--- src/rtl/mem_arbiter_if.sv ---
`timescale 1ns/1ps
// mem_arbiter_if
// Bundles the two cache miss ports and the line-sized memory port that meet
// at mem_arbiter.
//   master : the arbiter's view. It takes the icache/dcache requests and the
//            memory response, and drives the cache responses and the memory
//            strobes, address and write data.
//   slave  : the environment's view (caches plus main memory).
// Signals:
//   i_read/i_addr            icache line read request and address
//   i_rdata/i_resp           line data and completion pulse to icache
//   d_read/d_write/d_addr/d_wdata  dcache line read/writeback request
//   d_rdata/d_resp           line data and completion pulse to dcache
//   m_read/m_write/m_addr/m_wdata  memory strobes, address, write data
//   m_rdata/m_resp           memory read data and completion pulse
interface mem_arbiter_if #(
  parameter int LINE_W = 256,
  parameter int ADDR_W = 32
);
  logic              i_read;
  logic [ADDR_W-1:0] i_addr;
  logic [LINE_W-1:0] i_rdata;
  logic              i_resp;

  logic              d_read;
  logic              d_write;
  logic [ADDR_W-1:0] d_addr;
  logic [LINE_W-1:0] d_wdata;
  logic [LINE_W-1:0] d_rdata;
  logic              d_resp;

  logic              m_read;
  logic              m_write;
  logic [ADDR_W-1:0] m_addr;
  logic [LINE_W-1:0] m_wdata;
  logic [LINE_W-1:0] m_rdata;
  logic              m_resp;

  modport master (
    input  i_read, i_addr,
    input  d_read, d_write, d_addr, d_wdata,
    input  m_rdata, m_resp,
    output i_rdata, i_resp,
    output d_rdata, d_resp,
    output m_read, m_write, m_addr, m_wdata
  );

  modport slave (
    output i_read, i_addr,
    output d_read, d_write, d_addr, d_wdata,
    output m_rdata, m_resp,
    input  i_rdata, i_resp,
    input  d_rdata, d_resp,
    input  m_read, m_write, m_addr, m_wdata
  );
endinterface

--- src/rtl/mem_arbiter.sv ---
`timescale 1ns/1ps
// mem_arbiter
// Shares one line-sized memory port between the instruction cache
// (read-only) and the data cache (read/write). One line transaction is in
// flight at a time. Data requests win over instruction requests, but once
// STARVE_MAX data grants have gone by while an instruction fetch waited, the
// instruction side is forced through.
// Ports:
//   clk    rising-edge system clock
//   rst_n  asynchronous active-low reset
//   bus    mem_arbiter_if.master: cache miss ports and memory port
// Timing:
//   request seen in IDLE at cycle N -> strobe from cycle N+1
//   resp pulses combinationally in the m_resp cycle; strobes drop next cycle
//   at least one IDLE cycle separates transactions
module mem_arbiter #(
  parameter int LINE_W     = 256,
  parameter int ADDR_W     = 32,
  parameter int STARVE_MAX = 4
) (
  input  logic          clk,
  input  logic          rst_n,
  mem_arbiter_if.master bus
);

  localparam int SW = (STARVE_MAX < 1) ? 1 : $clog2(STARVE_MAX + 1);
  localparam logic [SW-1:0] STARVE_LIM = SW'(STARVE_MAX);

  typedef enum logic [1:0] {
    IDLE   = 2'd0,
    I_BUSY = 2'd1,
    D_BUSY = 2'd2
  } state_t;

  state_t            state, state_nxt;
  logic [SW-1:0]     starve, starve_nxt;
  logic              op_write, op_write_nxt;
  logic [ADDR_W-1:0] addr_q, addr_nxt;
  logic [LINE_W-1:0] wdata_q, wdata_nxt;

  logic              d_req;
  logic              grant_i;
  logic              grant_d;

  // ---------------------------------------------------------------------
  // State and latched transaction registers
  // ---------------------------------------------------------------------
  always_ff @(posedge clk or negedge rst_n) begin
    if (!rst_n) begin
      state    <= IDLE;
      starve   <= '0;
      op_write <= 1'b0;
      addr_q   <= '0;
      wdata_q  <= '0;
    end else begin
      state    <= state_nxt;
      starve   <= starve_nxt;
      op_write <= op_write_nxt;
      addr_q   <= addr_nxt;
      wdata_q  <= wdata_nxt;
    end
  end

  // ---------------------------------------------------------------------
  // Arbitration and next state
  // ---------------------------------------------------------------------
  always_comb begin
    d_req        = bus.d_read | bus.d_write;
    grant_i      = 1'b0;
    grant_d      = 1'b0;
    state_nxt    = state;
    starve_nxt   = starve;
    op_write_nxt = op_write;
    addr_nxt     = addr_q;
    wdata_nxt    = wdata_q;

    unique case (state)
      IDLE: begin
        // The instruction side only wins when the data side is quiet or
        // has used up its allowance of consecutive grants.
        if (bus.i_read && (!d_req || starve == STARVE_LIM)) begin
          grant_i = 1'b1;
        end else if (d_req) begin
          grant_d = 1'b1;
        end
      end
      I_BUSY: begin
        if (bus.m_resp) state_nxt = IDLE;
      end
      D_BUSY: begin
        if (bus.m_resp) state_nxt = IDLE;
      end
      default: state_nxt = IDLE;
    endcase

    if (grant_i) begin
      state_nxt    = I_BUSY;
      addr_nxt     = bus.i_addr;
      op_write_nxt = 1'b0;
      starve_nxt   = '0;
    end

    if (grant_d) begin
      state_nxt    = D_BUSY;
      addr_nxt     = bus.d_addr;
      wdata_nxt    = bus.d_wdata;
      // Read and write together is illegal; the write wins so a dirty line
      // is never lost.
      op_write_nxt = bus.d_write;
      if (!bus.i_read) begin
        starve_nxt = '0;
      end else if (starve != STARVE_LIM) begin
        starve_nxt = starve + SW'(1);
      end
    end
  end

  // ---------------------------------------------------------------------
  // Outputs: strobes follow the registered state, responses are gated
  // copies of m_resp, read data is passed straight through.
  // ---------------------------------------------------------------------
  assign bus.m_read  = (state == I_BUSY) || ((state == D_BUSY) && !op_write);
  assign bus.m_write = (state == D_BUSY) && op_write;
  assign bus.m_addr  = addr_q;
  assign bus.m_wdata = wdata_q;

  assign bus.i_resp  = (state == I_BUSY) && bus.m_resp;
  assign bus.d_resp  = (state == D_BUSY) && bus.m_resp;
  assign bus.i_rdata = bus.m_rdata;
  assign bus.d_rdata = bus.m_rdata;

  // ---------------------------------------------------------------------
  // Output guarantees
  // ---------------------------------------------------------------------
  a_one_strobe: assert property (@(posedge clk) disable iff (!rst_n)
    !(bus.m_read && bus.m_write));

  a_one_resp: assert property (@(posedge clk) disable iff (!rst_n)
    !(bus.i_resp && bus.d_resp));

endmodule

--- src/flat_wrapper.sv ---
// flat-port wrapper written by rule: the top's interface ports become plain ports
module mem_arbiter_flat 
#(
  parameter int LINE_W     = 256,
  parameter int ADDR_W     = 32,
  parameter int STARVE_MAX = 4
)
  (clk, rst_n, bus_i_read, bus_i_addr, bus_d_read, bus_d_write, bus_d_addr, bus_d_wdata, bus_m_rdata, bus_m_resp, bus_i_rdata, bus_i_resp, bus_d_rdata, bus_d_resp, bus_m_read, bus_m_write, bus_m_addr, bus_m_wdata);
  mem_arbiter_if #(.LINE_W(LINE_W), .ADDR_W(ADDR_W)) bus_i ();
  input  logic clk;
  input  logic rst_n;
  input wire logic [$bits(bus_i.i_read)-1:0] bus_i_read;
  input wire logic [$bits(bus_i.i_addr)-1:0] bus_i_addr;
  input wire logic [$bits(bus_i.d_read)-1:0] bus_d_read;
  input wire logic [$bits(bus_i.d_write)-1:0] bus_d_write;
  input wire logic [$bits(bus_i.d_addr)-1:0] bus_d_addr;
  input wire logic [$bits(bus_i.d_wdata)-1:0] bus_d_wdata;
  input wire logic [$bits(bus_i.m_rdata)-1:0] bus_m_rdata;
  input wire logic [$bits(bus_i.m_resp)-1:0] bus_m_resp;
  output wire logic [$bits(bus_i.i_rdata)-1:0] bus_i_rdata;
  output wire logic [$bits(bus_i.i_resp)-1:0] bus_i_resp;
  output wire logic [$bits(bus_i.d_rdata)-1:0] bus_d_rdata;
  output wire logic [$bits(bus_i.d_resp)-1:0] bus_d_resp;
  output wire logic [$bits(bus_i.m_read)-1:0] bus_m_read;
  output wire logic [$bits(bus_i.m_write)-1:0] bus_m_write;
  output wire logic [$bits(bus_i.m_addr)-1:0] bus_m_addr;
  output wire logic [$bits(bus_i.m_wdata)-1:0] bus_m_wdata;
  assign bus_i.i_read = bus_i_read;
  assign bus_i.i_addr = bus_i_addr;
  assign bus_i.d_read = bus_d_read;
  assign bus_i.d_write = bus_d_write;
  assign bus_i.d_addr = bus_d_addr;
  assign bus_i.d_wdata = bus_d_wdata;
  assign bus_i.m_rdata = bus_m_rdata;
  assign bus_i.m_resp = bus_m_resp;
  assign bus_i_rdata = bus_i.i_rdata;
  assign bus_i_resp = bus_i.i_resp;
  assign bus_d_rdata = bus_i.d_rdata;
  assign bus_d_resp = bus_i.d_resp;
  assign bus_m_read = bus_i.m_read;
  assign bus_m_write = bus_i.m_write;
  assign bus_m_addr = bus_i.m_addr;
  assign bus_m_wdata = bus_i.m_wdata;
  mem_arbiter #(.LINE_W(LINE_W), .ADDR_W(ADDR_W), .STARVE_MAX(STARVE_MAX)) u_core (.clk(clk), .rst_n(rst_n), .bus(bus_i));
endmodule
--- config.mk ---
export PLATFORM = sky130hd
export DESIGN_NAME = mem_arbiter_flat
export DESIGN_NICKNAME = d
export VERILOG_FILES = /design/src/rtl/mem_arbiter_if.sv /design/src/rtl/mem_arbiter.sv /design/src/flat_wrapper.sv
export SDC_FILE = /design/constraint.sdc
export NUM_CORES = 1
export LEC_CHECK = 0
export CAP_MARGIN = 30
export CORE_AREA = 2 2 535 537
export CTS_CLUSTER_SIZE = 14
export DETAILED_ROUTE_END_ITERATION = 12
export DIE_AREA = 0 0 537 539
export PLACE_DENSITY_LB_ADDON = 0.12
export SYNTH_ARGS = -nofsm -noshare
export SYNTH_HDL_FRONTEND = slang
export SYNTH_SLANG_ARGS = --single-unit
--- constraint.sdc ---
create_clock -name clk -period 1.9 [get_ports clk]
set_input_delay 0.19 -clock clk [delete_from_list [all_inputs] [get_ports clk]]
set_output_delay 0.19 -clock clk [all_outputs]
set_load 0.02 [all_outputs]
==> summary.txt <==
Clocking
  • Worst-path clk slew: 0.05 ns
  • Skew-Pair Late Insertion Delay: 0.70 ns
  • CTS Root Cell: clkbuf_16
  • CTS tree: yes
  • CTS H-Tree Depth: 2
  • Number of buffers created by CTS: 51
  • Clock sink total: between 200 and 300
  • Max Root-Sink Buffers: 3

Route
  • DRC viols: 0
  • Via density: around 1.9
  • Routed vias: 9859
  • WL/cell: between 15 and 20 um
  • Drt pass-1 iters: 4
  • Initial DRC Count: 248
  • Post-Route WL: about 95000 um
  • Routed Antenna Nets: 0

Final layout
  • Footprint of the multi-input gates: 4530 um2
  • Layout area overhead: 72.5%
  • Final instance area: 26000 um2
  • Commonest non-fill, non-tap cell in the layout: clkdlybuf4s50_1
  • Fraction of layout cells with a size suffix above 1: 0.336
  • Layout fillers: around 33000
  • Highest-count cells in the layout ignoring fill and taps: 324 x clkdlybuf4s50_1, 293 x dfrtp_1, 253 x dlygate4sd2_1
  • Nets: just over 2000
  • Reg area: approximately 7400 um2

Global routing
  • Vias in the first global route: about 12000
  • Antenna violations before repair: between 40 and 50
  • GRT Util Overall: 0.0638
  • First-pass GRT wire length: roughly 120000 um
  • Grt ovf: 0
  • Largest net degree at the start of global routing: 53

Synth
  • Gate Count Post-Synth: between 1000 and 1500
  • Top cells by area, synth: dfrtp_1 49%, buf_4 27%, mux2_2 18%
  • Leading area contributor after synthesis: dfrtp_1
  • Syn Area/Cell: ~13 um2
  • Syn Nets: around 1800
  • Netlist cell types: 27
  • Yosys top cell area share: 0.487
  • Synth warnings: 0
  • Register bit total from synthesis: 294
  • Post-Syn Area: 15100 um2
  • Seq/Total Area, Yosys: 0.487

Setup path
  • Worst r2r src: u_core.state[1]$_DFFE_PN0P_
  • Crit path max-delay cell type: dfrtp_1
  • CP arrival: between 2 and 3 ns
  • Critical Path RT: roughly 2.5 ns
  • Worst setup path category: reg -> reg
  • Worst setup startpoint: u_core.state[1]$_DFFE_PN0P_
  • Crit. End Element: flip-flop
  • CP Max Fanout: 6
  • Crit start category: flip-flop
  • Cell mode on critical path: buf_12
  • Worst-path cell chain: inv_2 -> ha_4 -> o21ai_4 -> a31oi_4 -> buf_12 -> buf_16 -> buf_12 -> buf_12 -> buf_12 -> mux2_4
  • Delay of the slowest critical-path stage: approximately 0.4 ns

Floorplan
  • Row count: around 200
  • # IOs: about 1400
  • Initial Util: 0.0532
  • Core Area: about 280000 um2
  • Die H: around 540 um
  • Die width: roughly 540 um
  • Die ar.: about 290000 um2

Min path
  • Hold wc startpoint: bus_d_wdata[187]
  • Min-delay worst type: in -> reg

Outcome
  • Failing checks: negative setup slack
  • Status: complete, but fails checks

Timing
  • RSZ-0062 raised after global routing: yes
  • Worst relative slew slack: 0.720
  • Crit share post-route: 1.06
  • Final Hold Fails: 0
  • Setup ws final: -0.111 ns
  • Min Hold Slack: approximately 0.12 ns
  • Final setup viols: between 100 and 150
  • Fin. max-slew vios: 0
  • Achievable Freq: about 0.5 GHz
  • Post-layout minimum cycle time: between 2 and 2.5 ns
  • Worst Skew: roughly 0.032 ns
  • Worst slew pin tran: 0.418 ns

Power
  • Leakage power: a little over 10 nW
  • Power, Total: 44.5 mW
  • VDD IR max: ~0.00074 V
  • Power per standard cell area: about 1700 nW/um2

Placement
  • Placed inst area: approximately 22000 um2
  • GPL Wtd Cong: ~0.7
  • Buffers on Ports: between 600 and 700
  • DP HPWL: about 72000 um
  • Dpl ws: -0.500 ns

Job
  • Max Cap Viol: 0
-- sequential cells by signal, summed over array words and instances (netlist names) --
signal / flops
u_core.state: 2
u_core.bus.m_wdata: 256
u_core.bus.m_addr: 32
u_core.starve: 3
u_core.op_write: 1
-- metal layers --
metal,part of all wire,GRT usage
met5,0.0027,0.00133
met4,0.064,0.0395
met2,0.46,0.104
met1,0.31,0.0569
met3,0.16,0.0454
-- report_power, final --
group	leakage [nW]	internal (mW)	switching [mW]
sequential	3.45	9.49	2.05
clock	0.795	5.45	4.04
combinational	5.95	11.9	11.6
total	10.2	26.8	17.7
-- cells by family (layout without fill, tap and decap cells) --
logic type | after synthesis | after routing | synth area share
compound gates | 47 | 47 | 0.0284
simple gates | 42 | 42 | 0.0167
flops | 294 | 294 | 0.487
fa+ha+maj | 5 | 5 | 0.00414
mux | 256 | 256 | 0.191
buf+inv | 556 | 831 | 0.273
other cells | 0 | 17 | 0
-- worst max-delay path, delay by kind of cell (launching register included) --
kind / cells / cell delay, ns
adders and majority gates: 1 / 0.15
DFF: 1 / 0.40
AOI/OAI and AO/OA: 2 / 0.27
muxes: 1 / 0.30
buffers and inverters: 6 / 0.75
-- worst paths after layout --
path                                                       endpoint  slack, ns  cells after the start
worst min-delay path            u_core.bus.m_wdata[187]$_DFFE_PN0N_       0.12                      2
min in group asynchronous       u_core.bus.m_wdata[181]$_DFFE_PN0N_       0.26                      3
worst max-delay path            u_core.bus.m_wdata[171]$_DFFE_PN0N_      -0.11                     10
max in group asynchronous       u_core.bus.m_wdata[218]$_DFFE_PN0N_       1.26                      3
worst min register to register  u_core.bus.m_wdata[217]$_DFFE_PN0N_       0.50                      1
worst max register to register  u_core.bus.m_wdata[171]$_DFFE_PN0N_      -0.11                     10
-- synth_stat cells --
master      n
a21oi_1     1
a31oi_1     1
dfrtp_1   294
o21ai_0     1
ha_1        5
o32ai_1     1
buf_4     538
o31ai_1     1
a221o_1    32
mux2_2    235
or2_2       1
clkbuf_1    3
a211oi_1    1
mux2_1     21
a21o_1      3
buf_2       9
nand3_1     1
and2_1     35
inv_1       6
a21oi_2     1
a22o_1      1
o21a_1      1
o21ai_1     1
o22ai_1     1
nand2_1     4
a32o_1      1
nand2b_1    1
-- through the flow --
stage / setup TNS, ns / utilization / std cells
2_1_floorplan: 0 / - / 1200
3_3_place_gp: -110.04 / 0.0791 / 5079
3_5_place_dp: -118.22 / 0.0791 / 5079
4_1_cts: -29.60 / 0.0915 / 5238
5_1_grt: -17.69 / 0.0916 / 5240
6_report: -5.39 / 0.0917 / 5254
-- what timing repair did --
item / CTS / global route
resized for setup: 574 / 59
pin swaps: 2 / 1
gates cloned: 26 / 2
setup endpoints to repair: 556 / 279
setup buffers: 35 / 15
hold buffers: 11 / 0
endpoints found under the hold margin: 303 / 0
-- cell type report --
| class | instances | share of cell area |
|---|---|---|
| sequential | 294 | 0.282 |
| antenna | 17 | 0.00163 |
| inverter | 6 | 0.000865 |
| clock inverter | 21 | 0.00701 |
| clock buffer | 70 | 0.0556 |
| timing repair buffer | 734 | 0.298 |
| multi-input combinational | 350 | 0.174 |
| tap | 3762 | 0.181 |
No activity file was read; power rests on OpenSTA's default activity.
